## config.mk

```make
export PLATFORM = sky130hd
export DESIGN_NAME = hit_reaction
export DESIGN_NICKNAME = d
export VERILOG_FILES = /design/src/rtl/hit_reaction.sv
export SDC_FILE = /design/constraint.sdc
export NUM_CORES = 1
export LEC_CHECK = 0
export BUFFER_PORTS_ARGS = -buffer_cell sky130_fd_sc_hd__buf_2
export CORE_ASPECT_RATIO = 1.2
export CORE_MARGIN = 3
export CORE_UTILIZATION = 40
export DETAILED_ROUTE_END_ITERATION = 10
export HOLD_SLACK_MARGIN = 0.02
export PLACE_DENSITY = 0.6
export REMOVE_ABC_BUFFERS = 1
export SYNTH_ARGS = -nofsm -noshare
export SYNTH_HDL_FRONTEND = slang
export SYNTH_SLANG_ARGS = --single-unit
```

## constraint.sdc

```tcl
create_clock -name i_clock -period 4.1 [get_ports i_clock]
set_input_delay 0.41 -clock i_clock [delete_from_list [all_inputs] [get_ports i_clock]]
set_output_delay 0.41 -clock i_clock [all_outputs]
set_load 0.03 [all_outputs]
```

## src/rtl/hit_reaction.sv

```systemverilog
// Defender hit reaction: accepts a hit, shakes and flashes the sprite, then drains
// HP one point per advanced animation frame while handshaking redraws with the drawer.
module hit_reaction #(
    parameter int BASE_X       = 230,
    parameter int BASE_Y       = 40,
    parameter int SHAKE_AMP    = 4,
    parameter int SHAKE_FRAMES = 8,
    parameter int MAX_HP       = 100
) (
    input  logic       i_clock,
    input  logic       i_reset,
    input  logic       i_frame_pulse,
    input  logic       i_hit_valid,
    input  logic [6:0] i_hit_damage,
    output logic       o_hit_ready,
    output logic [8:0] o_defender_x,
    output logic [7:0] o_defender_y,
    output logic       o_sprite_visible,
    output logic [6:0] o_hp,
    output logic       o_hp_zero,
    output logic       o_draw_req,
    input  logic       i_draw_done,
    output logic       o_reaction_done
);

    typedef enum logic [1:0] {
        IDLE,
        SHAKE,
        DRAIN,
        DONE
    } state_t;

    localparam logic [8:0] X_REST   = 9'(BASE_X);
    localparam logic [8:0] X_RIGHT  = 9'(BASE_X + SHAKE_AMP);
    localparam logic [8:0] X_LEFT   = 9'(BASE_X - SHAKE_AMP);
    localparam logic [7:0] Y_REST   = 8'(BASE_Y);
    localparam logic [6:0] HP_INIT  = 7'(MAX_HP);
    localparam logic [5:0] CNT_LAST = 6'(SHAKE_FRAMES - 1);

    state_t     r_state;
    logic [6:0] r_hp;
    logic [6:0] r_pending;
    logic [5:0] r_frame_cnt;
    logic [8:0] r_x;
    logic       r_visible;
    logic       r_draw_req;

    state_t     w_state_next;
    logic [6:0] w_hp_next;
    logic [6:0] w_pending_next;
    logic [5:0] w_frame_cnt_next;
    logic [8:0] w_x_next;
    logic       w_visible_next;
    logic       w_draw_req_next;
    logic       w_hit_ready;
    logic       w_advance;

    assign w_hit_ready = (r_state == IDLE) && (r_hp != 7'd0);
    // A frame only advances once the drawer has consumed the previous redraw.
    assign w_advance   = i_frame_pulse && !r_draw_req;

    always_ff @(posedge i_clock) begin
        if (i_reset) begin
            r_state     <= IDLE;
            r_hp        <= HP_INIT;
            r_pending   <= 7'd0;
            r_frame_cnt <= 6'd0;
            r_x         <= X_REST;
            r_visible   <= 1'b1;
            r_draw_req  <= 1'b0;
        end else begin
            r_state     <= w_state_next;
            r_hp        <= w_hp_next;
            r_pending   <= w_pending_next;
            r_frame_cnt <= w_frame_cnt_next;
            r_x         <= w_x_next;
            r_visible   <= w_visible_next;
            r_draw_req  <= w_draw_req_next;
        end
    end

    always_comb begin
        w_state_next     = r_state;
        w_hp_next        = r_hp;
        w_pending_next   = r_pending;
        w_frame_cnt_next = r_frame_cnt;
        w_x_next         = r_x;
        w_visible_next   = r_visible;
        w_draw_req_next  = r_draw_req;

        if (i_draw_done) begin
            w_draw_req_next = 1'b0;
        end

        case (r_state)
            IDLE: begin
                if (i_hit_valid && w_hit_ready) begin
                    // Clamp so the drain can never take HP below zero.
                    w_pending_next   = (i_hit_damage < r_hp) ? i_hit_damage : r_hp;
                    w_frame_cnt_next = 6'd0;
                    w_state_next     = SHAKE;
                end
            end
            SHAKE: begin
                if (w_advance) begin
                    w_draw_req_next  = 1'b1;
                    w_frame_cnt_next = r_frame_cnt + 6'd1;
                    if (r_frame_cnt == CNT_LAST) begin
                        w_x_next       = X_REST;
                        w_visible_next = 1'b1;
                        w_state_next   = DRAIN;
                    end else begin
                        w_x_next       = r_frame_cnt[0] ? X_LEFT : X_RIGHT;
                        w_visible_next = r_frame_cnt[0];
                    end
                end
            end
            DRAIN: begin
                if (w_advance) begin
                    if (r_pending != 7'd0) begin
                        w_hp_next       = r_hp - 7'd1;
                        w_pending_next  = r_pending - 7'd1;
                        w_draw_req_next = 1'b1;
                    end else begin
                        w_state_next = DONE;
                    end
                end
            end
            DONE: begin
                w_state_next = IDLE;
            end
            default: begin
                w_state_next = IDLE;
            end
        endcase
    end

    assign o_hit_ready      = w_hit_ready;
    assign o_defender_x     = r_x;
    assign o_defender_y     = Y_REST;
    assign o_sprite_visible = r_visible;
    assign o_hp             = r_hp;
    assign o_hp_zero        = (r_hp == 7'd0);
    assign o_draw_req       = r_draw_req;
    assign o_reaction_done  = (r_state == DONE);

endmodule

```

======== Yosys cells after proc, flatten, opt, wreduce, memory -nomap -nowiden ========
Cells that the tools add are included.
cells by class
  shift operators ......................... 0
  divide/modulo/power cells ............... 0
  multipliers ............................. 0
  equal/unequal tests ..................... 10
  reduce and logical (&&, ||, !) cells .... 15
  bitwise operators ....................... 0
  mux-type cells .......................... 22
  add/subtract/negate cells ............... 3
  $lt $le $gt $ge ......................... 1
operators with widths
  operator             count
  $mux 7               4
  $pmux 7 s2           1
  $reduce_bool 7->1    2
  $sub 7x1->7 const B  2
  $mux 6               2
  $pmux 6 s2           1
  $mux 2               5
  $ne 2x2->1 const B   5
  $mux 4               2
  $pmux 2 s4           1
  $logic_not 7->1      1
  $lt 7x7->1           1
  $add 6x1->6 const B  1
  $eq 6x3->1 const B   1
  $reduce_and 3->1     2
  $mux 1               5
  $reduce_and 5->1     1
  $eq 2x2->1 const B   2
  $reduce_and 4->1     1
  $reduce_bool 2->1    2
  $logic_and 1x1->1    3
  $eq 2x1->1 const B   1
  $logic_not 2->1      1
  $ne 2x1->1 const B   1
  other kinds (3)      3
storage, ports and cells
  memories kept ........................... 0
  register bits ........................... 33
  bits in writable memories ............... 0
  bits in latches ......................... 0
  word-level logic and storage cells ...... 58
  bits of input ports ..................... 12
  ROM bits ................................ 0

======== Depth between registers and ports, before layout ========
Gate-level depths: netlist of the first run.
  depth in word-level cells ............... 5
  mapped depth ............................ 9

======== Worst setup path after synthesis of the first run ========
No wires, ideal clock.
  path kind ............................... register -> register
  start ................................... register r_hp[1] (netlist: o_hp[1])
  end ..................................... register r_pending[3]
  path slack .............................. 1.711 ns
  path buffers ............................ 1
  required time ........................... 3.997 ns
  stages on the path, launching flop included .. 9
  data arrival time ....................... 2.285 ns
  cells stage by stage .................... dfxtp_1 inv_1 ha_1 nand2_1 o21ai_0 a21o_1 clkbuf_1 mux2_2 a2111oi_2
on the way
  longest elaborated chain between the ends .. 5
  elaborated cells between the ends (all ways) .. 9
  classes of those cells .................. 1 x order compare; 1 x eq/ne; 3 x mux; 4 x reduce/logical
RTL lines
  what                                                                line  source
  start: declaration                                                  41    logic [6:0] r_hp;
  start signal: assignment                                            73    r_hp <= w_hp_next;
  parallel branches: the longest is 5 deep, another holds $lt 7x7->1  n/a
  end signal: assignment                                              74    r_pending <= w_pending_next;
  end: declaration                                                    42    logic [6:0] r_pending;
Several ways; the timed one is not identified. The select of a mux whose other input is x is not followed.
A chain may end at the register's enable or synchronous reset.

======== Final worst setup path of the first run ========
  start ................................... register r_state[0]
  end ..................................... register r_pending[2]
on the way
  longest elaborated chain between the ends .. 5
  elaborated cells between the ends (all ways) .. 10
  classes of those cells .................. 4 x eq/ne; 1 x mux; 5 x reduce/logical
RTL lines
  what                               line    source
  start: declaration                 40      state_t r_state;
  start signal: assignment           72      r_state <= w_state_next;
  $logic_not 2->1                    58, 95
  $logic_and 1x1->1                  58      assign w_hit_ready = (r_state == IDLE) && (r_hp != 7'd0);
  $logic_and 1x1->1                  97      if (i_hit_valid && w_hit_ready) begin
  $ne 2x1->1 (no source line)        n/a
  $reduce_and 4->1 (no source line)  n/a
Several ways; a longest one is shown, not always the timed one.

==> impl_metrics.tcl, run 1 <==
set metrics [dict create \
    outcome "completed" \
    finalWorstSetupSlack_ns 1.572 \
    holdPathStages 3 \
    met3_usage 0.01798 \
    clk_pin_slew_worst_paths_ns 0.09 \
    report.final.slew_viol_count 0 \
    fill_cells 445 \
    rsz0062_at_grt "no" \
    fmax_mhz 395.6 \
    rows 26 \
    p_leak_uw 0.0008697 \
    drt-pass1-iter-count 5 \
    criticalPathCategory "reg2reg" \
    busiest_layer "met2" \
    tightest_slew_ns 0.8211 \
    period_share 0.6165 \
    final_common_cell "nor2_1" \
    worst_setup_path_end_kind "flip-flop" \
    grt_use_total 0.1531 \
    pin_count 41 \
    post_cts_buffers 0 \
    finalSetupViolations 0 \
    htreeDepth 1 \
    ctsHoldBuffers 0 \
    place_congestion 0.8805 \
    vias_per_cell 5.226 \
    use_met1 0.2012 \
    mostFrequentLayoutCells "27 x nor2_1, 26 x dfxtp_1, 25 x buf_2" \
    wl_per_cell_um 13.29 \
    hold_violations 0 \
    synth_ff_type "dfxtp_1" \
    diodes 0 \
    finClkSkew_ns 0.004062 \
    core-area_mm2 0.004392 \
    required_ns 4.28 \
    antenna_found_initial 0 \
    layout-drive-gt1-share 0.1687 \
    seqPwrFrac 0.290 \
    nets 278 \
    hold_class "in2reg" \
    synth-edff-count 0 \
    worstPathArrival_ns 2.71 \
    synthCells 231 \
    p_switching_uw 570.0 \
    swShare 0.4488 \
    cts.repair.resized 0 \
    cts_tree "done" \
    ant_nets 0 \
    clk_latency_ns 0.28 \
    rr_worst_depth 6 \
    routed_wl_um 4053 \
    dpl_worst_slack_ns 1.575 \
    ys_warn_count 0 \
    finalSetupTns_ns 0 \
    startpoint_type "flip-flop" \
    yosysUniqueCellTypes 46 \
    yosysSeqAreaShare 0.2788 \
    ir_drop_v 0.0003147 \
    synthTopCellsByArea "dfxtp_1 28%, ha_1 11%, buf_4 6.0%" \
    dp_hpwl_um 3124 \
    die_area_mm2 0.005526 \
    initial_utilization 0.4251 \
    clkPwrFrac 0.173 \
    clock_sinks 26 \
    synth_seq_cells 26 \
    avgSynthCellArea_um2 8.081 \
    crit_path_max_fanout 26 \
    numCtsBuffers 3 \
    gr-total-overflow 0 \
    async_reset_ff_frac 0 \
    grt.met2_usage 0.2449 \
    combPwrFrac 0.537 \
    grt_pass1_vias 1416 \
    cts_root_buf "clkbuf_8" \
    synth_area_leader_cell "dfxtp_1" \
    dr_total_vias 1594 \
    drc 0 \
    maxCapViolations 0 \
    syn2layout_area_growth_pct 8.646 \
    clk_path_buf_depth 2 \
    power.internal_uw 699.9 \
    relSlewSlack 0.4526 \
    port_buffers 25 \
    syn_area_mm2 0.001867 \
    drtIter0Drc 98 \
    grt_pass1_wl_um 6499 \
    synth_top_area_frac 0.2788 \
    grt_max_degree 27 \
    die_h_um 80.84 \
    powerDensity_mw_per_mm2 626.1 \
    fp.dieW_um 68.37 \
    min_period_ns 2.528 \
]
==> power groups by stage <==
stage                     Combinational, uW  Sequential [uW]  Clock (uW)
after floorplan                         513              389           0
final                                   682              368         220
after global routing                    764              379         233
after CTS                               684              367         224
after detailed placement                681              373           0
after global placement                  681              374           0
==> flip-flops by register name, summed over array words and instances (netlist names) <==
register	count
o_sprite_visible	1
o_draw_req	1
r_pending	7
o_defender_x	2
o_hp	7
r_state	2
r_frame_cnt	6
==> Yosys cell counts (5+ instances only) <==
cell type  count
nand2_1       16
ha_1          16
mux2_2         5
nor2b_1        5
dfxtp_1       26
nor2_1        27
nand3_1        8
clkbuf_1       8
nor3_1         8
o21ai_0        6
buf_4         15
xnor2_1        8
a21oi_1       14
inv_1         16
==> cell type report <==
class,count,area [um^2],area share
repair buffers,25,125.1,0.06169
clock buffers,3,41.29,0.02036
well taps,56,70.07,0.03455
multi-input cells,177,1177,0.5805
inverters,17,63.81,0.03146
clock inverters,1,30.03,0.01481
flip-flops and latches,26,520.5,0.2566
==> final timing paths <==
| path | slack, ns | end | from |
|---|---|---|---|
| setup / recovery | 1.57 | r_pending[2] | r_state[0] |
| hold reg to reg | 0.49 | o_defender_x[2] | o_defender_x[2] |
| hold / removal | 0.41 | o_draw_req | i_draw_done |
| setup reg to reg | 1.57 | r_pending[2] | r_state[0] |
==> worst max-delay path, stage by stage, from the launching register on <==
cell and delay (ns):
dfxtp_1 0.35, inv_1 0.11, ha_1 0.71, o311a_4 0.45, o21ba_1 0.41, a21oi_1 0.14
a2111oi_2 0.28
==> routing by layer <==
metal / part of all wire / up-vias
li1: - / 812
met1: 0.45 / 729
met2: 0.48 / 44
met3: 0.048 / 9
met4: 0.027 / 0
met5: 0 / -
==> per-stage QoR <==
stage / instance area [um^2] / std cells / total power [uW] / util / hold slack, ns
2_1_floorplan: 1762 / 220 / 901.4 / - / 0.4598
3_3_place_gp: 1957 / 301 / 1055 / 0.4456 / 0.4759
3_5_place_dp: 1957 / 301 / 1054 / 0.4456 / 0.4858
4_1_cts: 2028 / 305 / 1276 / 0.4618 / 0.4071
5_1_grt: 2028 / 305 / 1376 / 0.4618 / 0.4262
6_report: 2028 / 305 / 1270 / 0.4618 / 0.4118
==> kinds of logic after synthesis <==
kind of cell,Yosys count,share of synthesized area
fa+ha+maj,16,0.1072
compound gates,47,0.1930
other cells,2,0.004023
xor+xnor,8,0.03754
flops,26,0.2788
mux,7,0.04088
simple gates,84,0.2219
buf+inv,41,0.1166
No activity file was read; power rests on OpenSTA's default activity.
==> run 2: changes to the inputs <==
--- a/config.mk
+++ b/config.mk
@@ -11,7 +11,7 @@
 export CORE_UTILIZATION = 40
 export DETAILED_ROUTE_END_ITERATION = 10
 export HOLD_SLACK_MARGIN = 0.02
-export PLACE_DENSITY = 0.6
+export PLACE_DENSITY = 0.62
 export REMOVE_ABC_BUFFERS = 1
 export SYNTH_ARGS = -nofsm -noshare
 export SYNTH_HDL_FRONTEND = slang
==> constraint.sdc (replaced) <==
create_clock -name i_clock -period 2.2 [get_ports i_clock]
set_input_delay 0.22 -clock i_clock [delete_from_list [all_inputs] [get_ports i_clock]]
set_output_delay 0.22 -clock i_clock [all_outputs]
set_load 0.03 [all_outputs]
==> run 2 against run 1 <==
Clock skew about the same. Sequential power rose by 83%. Non-clock buffer count rose by 16. Global-route usage increased by 1.1 points. Critical path depth is 1 higher. Cell area grew 5.1%. First-iteration DRC count decreased by 40%. Fmax grew 21%. Final cell count up 5.2%. Sequential cell count unchanged. Die area unchanged. Largest cell class unchanged. Largest power group unchanged.
==> impl_metrics.tcl, run 2 (same netlist as run 1, synthesis figures left out) <==
set metrics [dict create \
    die_area_mm2 0.005526 \
    ctsHoldBuffers 0 \
    period_share 0.9476 \
    hold_class "in2reg" \
    htreeDepth 1 \
    maxCapViolations 0 \
    rows 26 \
    port_buffers 25 \
    fill_cells 437 \
    min_period_ns 2.085 \
    startpoint_type "flip-flop" \
    numCtsBuffers 3 \
    fmax_mhz 479.7 \
    relSlewSlack 0.6279 \
    worst_setup_path_end_kind "flip-flop" \
    report.final.slew_viol_count 0 \
    power_uw 2383 \
    clk_path_buf_depth 2 \
    drtIter0Drc 59 \
    die_h_um 80.84 \
    post_cts_buffers 0 \
    reg2reg_slack_ns 0.12 \
    mostFrequentLayoutCells "27 x nor2_1, 26 x dfxtp_1, 25 x buf_2" \
    cts_root_buf "clkbuf_8" \
    grt_use_total 0.1636 \
    wl_per_cell_um 13.33 \
    fp.dieW_um 68.37 \
    clk_latency_ns 0.28 \
    rr_worst_depth 7 \
    core-area_mm2 0.004392 \
    grt_max_degree 22 \
    criticalPathCategory "reg2reg" \
    drc 0 \
    ir_drop_v 0.0006975 \
    worstHoldStart "i_draw_done" \
    crit_path_max_fanout 5 \
    clock_sinks 26 \
    vias_per_cell 5.187 \
    grt_pass1_vias 1525 \
    finalSetupViolations 0 \
    diodes 0 \
    antenna_found_initial 0 \
    clk_pin_slew_worst_paths_ns 0.10 \
    layout-drive-gt1-share 0.2189 \
    dp_hpwl_um 3389 \
    pin_count 41 \
    initial_utilization 0.4251 \
    tightest_slew_ns 0.5533 \
    final_common_cell "nor2_1" \
    fin_util 0.4855 \
    regToRegStartpoint "o_hp[1]" \
    outcome "completed" \
    finClkSkew_ns 0.003941 \
    grt_pass1_wl_um 6955 \
    drt-pass1-iter-count 4 \
    worstPathArrival_ns 2.27 \
    cts_tree "done" \
    syn2layout_area_growth_pct 14.21 \
    r2r_end "r_pending[2]" \
    routed_wl_um 4279 \
    crit_end "r_pending[2]" \
    required_ns 2.38 \
    cp-startpoint "o_hp[1]" \
    p_leak_uw 0.0009439 \
    dr_total_vias 1665 \
    place_congestion 0.8067 \
    powerDensity_mw_per_mm2 1118 \
    gr-total-overflow 0 \
    hold_violations 0 \
    ant_nets 0 \
    fin_hold_ws_ns 0.2225 \
    finalSetupTns_ns 0 \
    nets 294 \
    rsz0062_at_grt "no" \
]
[run 2: cell types whose count changed in the layout (fill, tap and decap cells not counted)]
cell and delta:
bufinv_16 -1, o21ai_1 +1, o21ai_0 -1, clkbuf_8 +1, buf_4 +16
[run 2: critical path: stages (launching register included)]
cell	delay, ns
dfxtp_1	0.34
inv_1	0.07
ha_1	0.27
nand2_1	0.04
o21ai_0	0.28
a21o_1	0.26
mux2_2	0.36
a2111oi_2	0.36
[run 2: area by class of cell]
class / instances / area [um^2] / area share
Clock buffer: 4 / 55.05 / 0.02582
Inverter: 17 / 63.81 / 0.02993
Multi-Input combinational cell: 177 / 1177 / 0.5522
Tap cell: 56 / 70.07 / 0.03286
Timing Repair Buffer: 41 / 245.2 / 0.1150
Sequential cell: 26 / 520.5 / 0.2441
[run 2: layer usage]
metal / vias up / wire length (um) / global-route usage
met5: - / 0 / 0
met3: 6 / 220 / 0.02905
met2: 49 / 2120 / 0.2835
li1: 840 / - / -
met4: 0 / 37 / 0.03579
met1: 770 / 1900 / 0.2081
[run 2: how the worst min path moves through the flow]
stage	endpoint	slack [ns]	depth (start not counted)
finish	o_draw_req	0.22	3
global placement	o_defender_x[3]	0.47	2
CTS	o_draw_req	0.22	3
floorplan	r_pending[2]	0.29	1
global route	o_draw_req	0.23	3
detailed placement	o_defender_x[3]	0.48	2
[run 2: power breakdown]
part           total [uW]  leakage (uW)  internal (uW)  switching, uW
Sequential            673      0.000212            578           94.5
Combinational        1390      0.000703            555            831
Clock                 324     0.0000288            161            164
Total                2380      0.000944           1290           1090
[run 2: timing repair]
action                                  4_1_cts  5_1_grt
hold endpoints to repair                      0        0
gates resized for setup                       0        1
endpoints found under the setup margin        0        2
[run 2: metrics by stage]
step	setup slack, ns	area, um^2	cells
after detailed placement	0.1544	2077	317
final	0.1152	2132	321
after global routing	0.004128	2132	321
after floorplan	-0.06777	1762	220
after global placement	0.2118	2077	317
after CTS	0.08710	2132	321
